--- config.mk ---
export PLATFORM = sky130hd
export DESIGN_NAME = gpio_pad_ctrl_flat
export DESIGN_NICKNAME = d
export VERILOG_FILES = /design/src/rtl/gpio_pkg.sv /design/src/rtl/gpio_pad_ctrl_if.sv /design/src/rtl/gpio_sync_edge.sv /design/src/rtl/gpio_pad_ctrl.sv /design/src/flat_wrapper.sv
export SDC_FILE = /design/constraint.sdc
export NUM_CORES = 1
export LEC_CHECK = 0
export BUFFER_PORTS_ARGS = -buffer_cell sky130_fd_sc_hd__buf_2
export CORE_ASPECT_RATIO = 0.8
export CORE_UTILIZATION = 25
export DETAILED_ROUTE_END_ITERATION = 8
export PLACE_DENSITY = 0.44
export SYNTH_ARGS = -nofsm -noshare
export SYNTH_HDL_FRONTEND = slang
export SYNTH_SLANG_ARGS = --single-unit
--- constraint.sdc ---
create_clock -name clk -period 1.8 [get_ports clk]
set_clock_uncertainty 0.15 [all_clocks]
set_input_delay 0.36 -clock clk [delete_from_list [all_inputs] [get_ports clk]]
set_output_delay 0.36 -clock clk [all_outputs]
set_load 0.1 [all_outputs]
--- src/rtl/gpio_pkg.sv ---
`default_nettype none
// ============================================================================
// Module      : gpio_pkg
// Description : Shared register indices and bus word width for the GPIO pad
//               controller and its register interface.
// Revision    : 1.0 - initial release
// ============================================================================
package gpio_pkg;

   // Register bus word width
   localparam int GPIO_WORD_W = 32;

   typedef logic [GPIO_WORD_W-1:0] gpio_word_t;
   typedef logic [2:0]             gpio_addr_t;

   // Register word indices
   localparam gpio_addr_t GPIO_DIR     = 3'd0;
   localparam gpio_addr_t GPIO_OUT     = 3'd1;
   localparam gpio_addr_t GPIO_IN      = 3'd2;
   localparam gpio_addr_t GPIO_RISE_EN = 3'd3;
   localparam gpio_addr_t GPIO_FALL_EN = 3'd4;
   localparam gpio_addr_t GPIO_PEND    = 3'd5;
   localparam gpio_addr_t GPIO_OUT_SET = 3'd6;
   localparam gpio_addr_t GPIO_OUT_CLR = 3'd7;

endpackage : gpio_pkg
`default_nettype wire

--- src/rtl/gpio_pad_ctrl_if.sv ---
`default_nettype none
// ============================================================================
// Module      : gpio_pad_ctrl_if
// Description : Peripheral register bus (write/read strobes, word address,
//               write data, registered read data).
// Revision    : 1.0 - initial release
// ============================================================================
interface gpio_pad_ctrl_if;
   import gpio_pkg::*;

   logic       we;
   logic       re;
   gpio_addr_t addr;
   gpio_word_t wdata;
   gpio_word_t rdata;

   // Bus initiator side
   modport master (
      output we,
      output re,
      output addr,
      output wdata,
      input  rdata
   );

   // Peripheral side
   modport slave (
      input  we,
      input  re,
      input  addr,
      input  wdata,
      output rdata
   );

endinterface : gpio_pad_ctrl_if
`default_nettype wire

--- src/rtl/gpio_sync_edge.sv ---
`default_nettype none
// ============================================================================
// Module      : gpio_sync_edge
// Description : Multi-stage synchroniser for a bank of asynchronous inputs,
//               plus a previous-sample flop giving rise/fall pulses.
//               Usable for any bank of asynchronous level inputs.
// Revision    : 1.0 - initial release
// ============================================================================
module gpio_sync_edge #(
   parameter int WIDTH       = 8,
   parameter int SYNC_STAGES = 2
) (
   input  logic             clk,
   input  logic             rstn,
   input  logic [WIDTH-1:0] async_i,
   output logic [WIDTH-1:0] sync_o,
   output logic [WIDTH-1:0] rise_o,
   output logic [WIDTH-1:0] fall_o
);

   logic [WIDTH-1:0] stage_q [SYNC_STAGES];
   logic [WIDTH-1:0] prev_q;

   // Shift the raw pin state through the synchroniser chain and keep the
   // previous synchronised sample for edge detection
   always_ff @(posedge clk or negedge rstn) begin
      if (!rstn) begin
         for (int s = 0; s < SYNC_STAGES; s++) begin
            stage_q[s] <= '0;
         end
         prev_q <= '0;
      end else begin
         stage_q[0] <= async_i;
         for (int s = 1; s < SYNC_STAGES; s++) begin
            stage_q[s] <= stage_q[s-1];
         end
         prev_q <= stage_q[SYNC_STAGES-1];
      end
   end

   assign sync_o = stage_q[SYNC_STAGES-1];
   assign rise_o = sync_o & ~prev_q;
   assign fall_o = ~sync_o & prev_q;

endmodule : gpio_sync_edge
`default_nettype wire

--- src/rtl/gpio_pad_ctrl.sv ---
`default_nettype none
// ============================================================================
// Module      : gpio_pad_ctrl
// Description : Register-programmed controller for NPIN bidirectional pads.
//               Owns pad enable (T), drive value (I) and synchronised
//               readback (O); raises a level interrupt from per-pin
//               rising/falling edge events.
// Revision    : 1.0 - initial release
// ============================================================================
module gpio_pad_ctrl
   import gpio_pkg::*;
#(
   parameter int NPIN        = 8,
   parameter int SYNC_STAGES = 2
) (
   input  logic                  clk,
   input  logic                  rstn,
   gpio_pad_ctrl_if.slave        bus,
   output logic [NPIN-1:0]       pad_t,
   output logic [NPIN-1:0]       pad_i,
   input  logic [NPIN-1:0]       pad_o,
   output logic                  irq
);

   logic [NPIN-1:0] dir_q,     dir_d;
   logic [NPIN-1:0] out_q,     out_d;
   logic [NPIN-1:0] rise_en_q, rise_en_d;
   logic [NPIN-1:0] fall_en_q, fall_en_d;
   logic [NPIN-1:0] pend_q,    pend_d;
   gpio_word_t      rdata_q,   rdata_d;
   logic            irq_q;

   logic [NPIN-1:0] w_sync;
   logic [NPIN-1:0] w_rise;
   logic [NPIN-1:0] w_fall;
   logic [NPIN-1:0] w_wbits;
   logic [NPIN-1:0] w_clr;
   logic [NPIN-1:0] w_set;

   // Readback synchroniser and edge detector for the whole bank
   gpio_sync_edge #(
      .WIDTH       (NPIN),
      .SYNC_STAGES (SYNC_STAGES)
   ) u_sync_edge (
      .clk     (clk),
      .rstn    (rstn),
      .async_i (pad_o),
      .sync_o  (w_sync),
      .rise_o  (w_rise),
      .fall_o  (w_fall)
   );

   // Bits of the write word above NPIN have no register behind them
   generate
      if (NPIN < GPIO_WORD_W) begin : g_wdata_hi
         logic w_unused_wdata_hi;
         assign w_unused_wdata_hi = ^bus.wdata[GPIO_WORD_W-1:NPIN];
      end
   endgenerate

   assign w_wbits = bus.wdata[NPIN-1:0];

   // Register write decode, pending-bit update and read mux; the read mux
   // sees pre-write values so a simultaneous write and read returns old data
   always_comb begin
      dir_d     = dir_q;
      out_d     = out_q;
      rise_en_d = rise_en_q;
      fall_en_d = fall_en_q;
      w_clr     = '0;

      if (bus.we) begin
         case (bus.addr)
            GPIO_DIR:     dir_d     = w_wbits;
            GPIO_OUT:     out_d     = w_wbits;
            GPIO_RISE_EN: rise_en_d = w_wbits;
            GPIO_FALL_EN: fall_en_d = w_wbits;
            GPIO_PEND:    w_clr     = w_wbits;
            GPIO_OUT_SET: out_d     = out_q | w_wbits;
            GPIO_OUT_CLR: out_d     = out_q & ~w_wbits;
            default:      ;  // IN is read-only
         endcase
      end

      // A new edge event wins over a same-cycle write-one-to-clear
      w_set  = (w_rise & rise_en_q) | (w_fall & fall_en_q);
      pend_d = (pend_q & ~w_clr) | w_set;

      rdata_d = rdata_q;
      if (bus.re) begin
         rdata_d = '0;
         case (bus.addr)
            GPIO_DIR:     rdata_d[NPIN-1:0] = dir_q;
            GPIO_OUT:     rdata_d[NPIN-1:0] = out_q;
            GPIO_IN:      rdata_d[NPIN-1:0] = w_sync;
            GPIO_RISE_EN: rdata_d[NPIN-1:0] = rise_en_q;
            GPIO_FALL_EN: rdata_d[NPIN-1:0] = fall_en_q;
            GPIO_PEND:    rdata_d[NPIN-1:0] = pend_q;
            default:      ;  // OUT_SET / OUT_CLR are write-only, read 0
         endcase
      end
   end

   // Register state, registered read data and registered interrupt
   always_ff @(posedge clk or negedge rstn) begin
      if (!rstn) begin
         dir_q     <= '0;
         out_q     <= '0;
         rise_en_q <= '0;
         fall_en_q <= '0;
         pend_q    <= '0;
         rdata_q   <= '0;
         irq_q     <= 1'b0;
      end else begin
         dir_q     <= dir_d;
         out_q     <= out_d;
         rise_en_q <= rise_en_d;
         fall_en_q <= fall_en_d;
         pend_q    <= pend_d;
         rdata_q   <= rdata_d;
         irq_q     <= |pend_q;
      end
   end

   // Pads are driven straight from the registers: DIR=1 enables the driver
   assign pad_t     = ~dir_q;
   assign pad_i     = out_q;
   assign irq       = irq_q;
   assign bus.rdata = rdata_q;

endmodule : gpio_pad_ctrl
`default_nettype wire

--- src/flat_wrapper.sv ---
// flat-port wrapper written by rule: the top's interface ports become plain ports
module gpio_pad_ctrl_flat import gpio_pkg::*;
#(
   parameter int NPIN        = 8,
   parameter int SYNC_STAGES = 2
)
  (clk, rstn, pad_t, pad_i, pad_o, irq, bus_we, bus_re, bus_addr, bus_wdata, bus_rdata);
  gpio_pad_ctrl_if bus_i ();
  input  logic clk;
  input  logic rstn;
  output logic [NPIN-1:0] pad_t;
  output logic [NPIN-1:0] pad_i;
  input  logic [NPIN-1:0] pad_o;
  output logic irq;
  input wire logic [$bits(bus_i.we)-1:0] bus_we;
  input wire logic [$bits(bus_i.re)-1:0] bus_re;
  input wire logic [$bits(bus_i.addr)-1:0] bus_addr;
  input wire logic [$bits(bus_i.wdata)-1:0] bus_wdata;
  output wire logic [$bits(bus_i.rdata)-1:0] bus_rdata;
  assign bus_i.we = bus_we;
  assign bus_i.re = bus_re;
  assign bus_i.addr = bus_addr;
  assign bus_i.wdata = bus_wdata;
  assign bus_rdata = bus_i.rdata;
  gpio_pad_ctrl #(.NPIN(NPIN), .SYNC_STAGES(SYNC_STAGES)) u_core (.clk(clk), .rstn(rstn), .bus(bus_i), .pad_t(pad_t), .pad_i(pad_i), .pad_o(pad_o), .irq(irq));
endmodule
-- Yosys cells after proc, flatten, opt, wreduce, memory -nomap -nowiden
Cells that the tools add are included.
- register bits after elaboration: 73
- input bits: 47
- output and inout port bits: 49
- logic and storage cells: 42
- eq/ne operators: 7
- mux-type cells: 4
- bitwise operators: 14
- reductions and logical operators: 7
- operator list (kind ; number):
    $and 8x8->8 ; 6
    $pmux 8 s6 ; 1
    $not 8->8 ; 5
    $or 8x8->8 ; 3
    $pmux 8 s3 ; 1
    $mux 8 ; 2
    $eq 3x3->1 const B ; 4
    $reduce_and 2->1 ; 4
    $reduce_or 8->1 ; 1
    $eq 3x2->1 const B ; 2
    $eq 3x1->1 const B ; 1
    $logic_not 3->1 ; 1
    $reduce_bool 3->1 ; 1

-- Depth between registers and ports, before layout
- depth in word-level cells: 6
- depth in mapped cells: 6
- mapped depth without buffers: 4

-- Hierarchy
A second synthesis with hierarchy kept.
- cells, all modules: 311
- area, all modules: 3494.6 µm²
- by module, submodules not included (module ; instances ; cells each ; area each (µm²) ; sequential area each (µm²)):
    gpio_pad_ctrl ; 1 ; 263 ; 2693.8 ; 1226.2
    gpio_sync_edge ; 1 ; 48 ; 800.8 ; 600.6

-- Worst setup path before layout
No wires, ideal clock.
- path type: register to register
- from: register u_core.out_q[7] (netlist: u_core.pad_i[7])
- to: register u_core.rdata_q[7] (netlist: u_core.bus.rdata[7])
- setup time: 121 ps
- arrival time: 1589 ps
- required time: 1529 ps
- setup slack: -61 ps
- stages on the path, launching flop included: 4
- buffers on the path: 0
- period minus slack after synthesis: 1861 ps
- path through: dfrtp_1 -> mux4_2 -> nor2b_1 -> o22a_1
- longest elaborated chain between the ends: 1
- RTL lines (what ; RTL line ; source):
    from (decl) ; gpio_pad_ctrl.sv:26 ; logic [NPIN-1:0] out_q, out_d;
    from (signal assigned) ; gpio_pad_ctrl.sv:116 ; out_q <= out_d;
    $pmux 8 s6 ; gpio_pad_ctrl.sv:92 ; case (bus.addr)
    to (signal assigned) ; gpio_pad_ctrl.sv:120 ; rdata_q <= rdata_d;
    to (decl) ; gpio_pad_ctrl.sv:30 ; gpio_word_t rdata_q, rdata_d;
Every way passes these cells.
A chain may end at the register's enable or synchronous reset.

-- Worst setup path after layout
- from: register u_core.out_q[5] (netlist: u_core.pad_i[5])
- to: output port pad_i[5]
- RTL lines (what ; RTL line ; source):
    to (decl) ; flat_wrapper.sv:12 ; output logic [NPIN-1:0] pad_i;
No word-level cell between the ends.

==> results.toml <==
[run_status]
outcome = "finished, final reports clean"

[synthesis]
synth_area_mm2 = 0.00335
synth_seq_cells = 73
avgSynthCellArea_um2 = 10.9
synthTopCellsByArea = "dfrtp_1 55%, mux2_2 8.4%, buf_4 5.8%"
synth-edff-count = 0
ys.flop_type = "dfrtp_1"
synth_cells = 308
yosysWarnings = 0
synth_top_area_share_pct = 54.6
synth_top_cell_by_area = "dfrtp_1"
synth-seq-area-share_pct = 54.6
async_flop_share_pct = 100
synthDistinctLibCells = 34
synth.most_common_cell = "dfrtp_1"
yosys-top-cells-count = "73 x dfrtp_1, 42 x nand2_1, 26 x buf_4"

[detailed_routing]
drtIter0Drc = 99
first_pass_iters = 4
drcViolationCount = 0
wire_per_inst_um = 15.0
vias = 2513
viasPerCell = 4.44
routed_wl_mm = 8.48
ant_nets = 0

[min_path]
hold_class = "reg2reg"

[finish]
post-route-util_pct = 33.3
syn_to_final_growth_pct = 29.0
regArea_mm2 = 0.00183
drive_above_1_share_pct = 30.7
num-fill-cells = 1314
finalNetCount = 433
antenna_cells = 0
multi_input_area_mm2 = 0.00133
finalInstanceArea_mm2 = 0.00432
stdcell_count = 566

[clock_tree]
cts_buffers = 9
clock-sinks = 73
clk_latency_ns = 0.33
htreeDepth = 3
clockBufferDepth = 2
cts_tree = "built"
root_buffer = "clkbuf_16"
clk_pin_slew_ns = 0.06

[global_routing]
grt_pass1_wl_mm = 13.6
grt_max_degree = 29
grt_pass1_vias = 2430
track_usage_pct = 13.1
antenna_found_initial = 0
grt-ovfl-total = 0

[placement]
place_congestion = 0.744
placedCellCount = 541
hpwl_mm = 6.02
placed_area_mm2 = 0.00391
io_buffers = 47

[sta]
post-route-period-util_pct = 96.8
setup_viol = 0
fmax_ghz = 0.574
drv_slew = 0
hold_viol = 0
post-route-min-period_ns = 1.74
rsz0062_at_grt = "false"
tns_ns = 0

[setup_path]
cp_max_fo = 5
path_buf_inv = 1
start_kind = "register"
cp.required_ns = 1.29
crit_slowest_cell = "buf_2"
cp.arrival_ns = 1.23
worstSetupPathType = "reg2out"
critPathCaptureType = "output pin"
crit_chain = "buf_2"
critical_path.top_delay_family = "buffers and inverters"
critPathMaxStageDelay_ns = 0.47

[power]
switching_share_pct = 37.2
power_frac_clock_pct = 34.3
p_leak_nw = 1.92
seqPwrFrac_pct = 37.6
internal_power_mw = 3.40
p_per_area_mw_per_mm2 = 1260
comb_power_share_pct = 28.1
p_switching_mw = 2.02
peakVddDrop_mv = 0.536
finalPower_mw = 5.42

[die]
die_w_um = 131
die_y_um = 105
die_area_mm2 = 0.0139
std_cell_rows = 37
core_mm2 = 0.0130
pin_count = 96
start_util_pct = 25.8

[job]
cap_violations = 0
-- power groups by stage --
stage | logic [mW] | clock network [mW] | registers (mW)
2_1_floorplan | 0.932 | 0 | 2.35
3_3_place_gp | 1.51 | 0 | 2.06
3_5_place_dp | 1.52 | 0 | 2.07
4_1_cts | 1.54 | 1.92 | 2.04
5_1_grt | 1.61 | 2.00 | 2.07
6_report | 1.52 | 1.86 | 2.04
-- layer usage --
layer | track usage (%) | up-vias | wire, um
met5 | 0 | - | 0
met4 | 4.73 | 0 | 99
met3 | 3.90 | 8 | 363
met2 | 18.7 | 73 | 3770
met1 | 18.7 | 1240 | 4250
li1 | - | 1192 | -
-- sequential cells by signal, summed over array words and instances (netlist names) --
register,count
u_core.bus.rdata,8
u_core.dir_q,8
u_core.fall_en_q,8
u_core.pad_i,8
u_core.pend_q,8
u_core.rise_en_q,8
u_core.u_sync_edge.prev_q,8
u_core.u_sync_edge.stage_q,8
u_core.u_sync_edge.sync_o,8
u_core.irq,1
-- stage by stage --
stage / worst slack, ns / hold slack, ns
after floorplan: 0.146 / -0.0856
after global placement: 0.0497 / 0.138
after detailed placement: 0.0598 / 0.144
after CTS: 0.0399 / 0.194
after global routing: 0.00484 / 0.205
final: 0.0571 / 0.196
-- worst paths after layout --
| path | from | end | slack, ns | cells after the start |
|---|---|---|---|---|
| worst max-delay path | u_core.pad_i[5] | pad_i[5] | 0.06 | 1 |
| worst min-delay path | u_core.u_sync_edge.stage_q[15] | u_core.u_sync_edge.sync_o[7] | 0.20 | 0 |
| worst max register to register | u_core.pad_i[7] | u_core.bus.rdata[7] | 0.37 | 3 |
| worst min register to register | u_core.u_sync_edge.stage_q[15] | u_core.u_sync_edge.sync_o[7] | 0.20 | 0 |
| max in group asynchronous | rstn | u_core.pad_i[7] | 0.71 | 3 |
| min in group asynchronous | rstn | u_core.u_sync_edge.stage_q[12] | 0.32 | 2 |
-- cell usage in the layout, fill, tap and decap left out, types with 5 or more instances in the layout --
| cell | count |
|---|---|
| dfrtp_1 | 72 |
| buf_2 | 45 |
| nand2_1 | 42 |
| mux2_2 | 25 |
| conb_1 | 24 |
| buf_4 | 20 |
| o21ai_0 | 19 |
| a21oi_1 | 17 |
| nor2_1 | 14 |
| o211ai_1 | 9 |
| inv_1 | 9 |
| a211oi_1 | 9 |
| clkbuf_16 | 9 |
| dlygate4sd3_1 | 9 |
| nand3b_1 | 8 |
| mux2i_1 | 7 |
| nand2b_1 | 6 |
| buf_12 | 6 |
| nand3_1 | 5 |
-- kinds of logic after synthesis --
group                  Yosys count  synth area share (%)
AO/OA/AOI/OAI                   67                  12.6
buffers and inverters           46                  8.34
flip-flops                      73                  54.6
multiplexers                    33                  11.2
other                            1                 0.112
AND/OR/NAND/NOR                 88                  13.2
-- area by class of cell --
class,count,area share [%]
Tap cell,175,5.07
Inverter,9,0.783
Sequential cell,73,42.3
Timing Repair Buffer,81,13.7
Multi-Input combinational cell,212,30.7
Clock buffer,12,6.17
Clock inverter,4,1.16
-- what timing repair did --
item | in CTS | in global routing
setup buffers | 0 | 0
hold endpoints to repair | 29 | 0
hold buffers | 9 | 0
resized for setup | 0 | 1
endpoints found under the setup margin | 0 | 1
No activity file was read; power rests on OpenSTA's default activity.
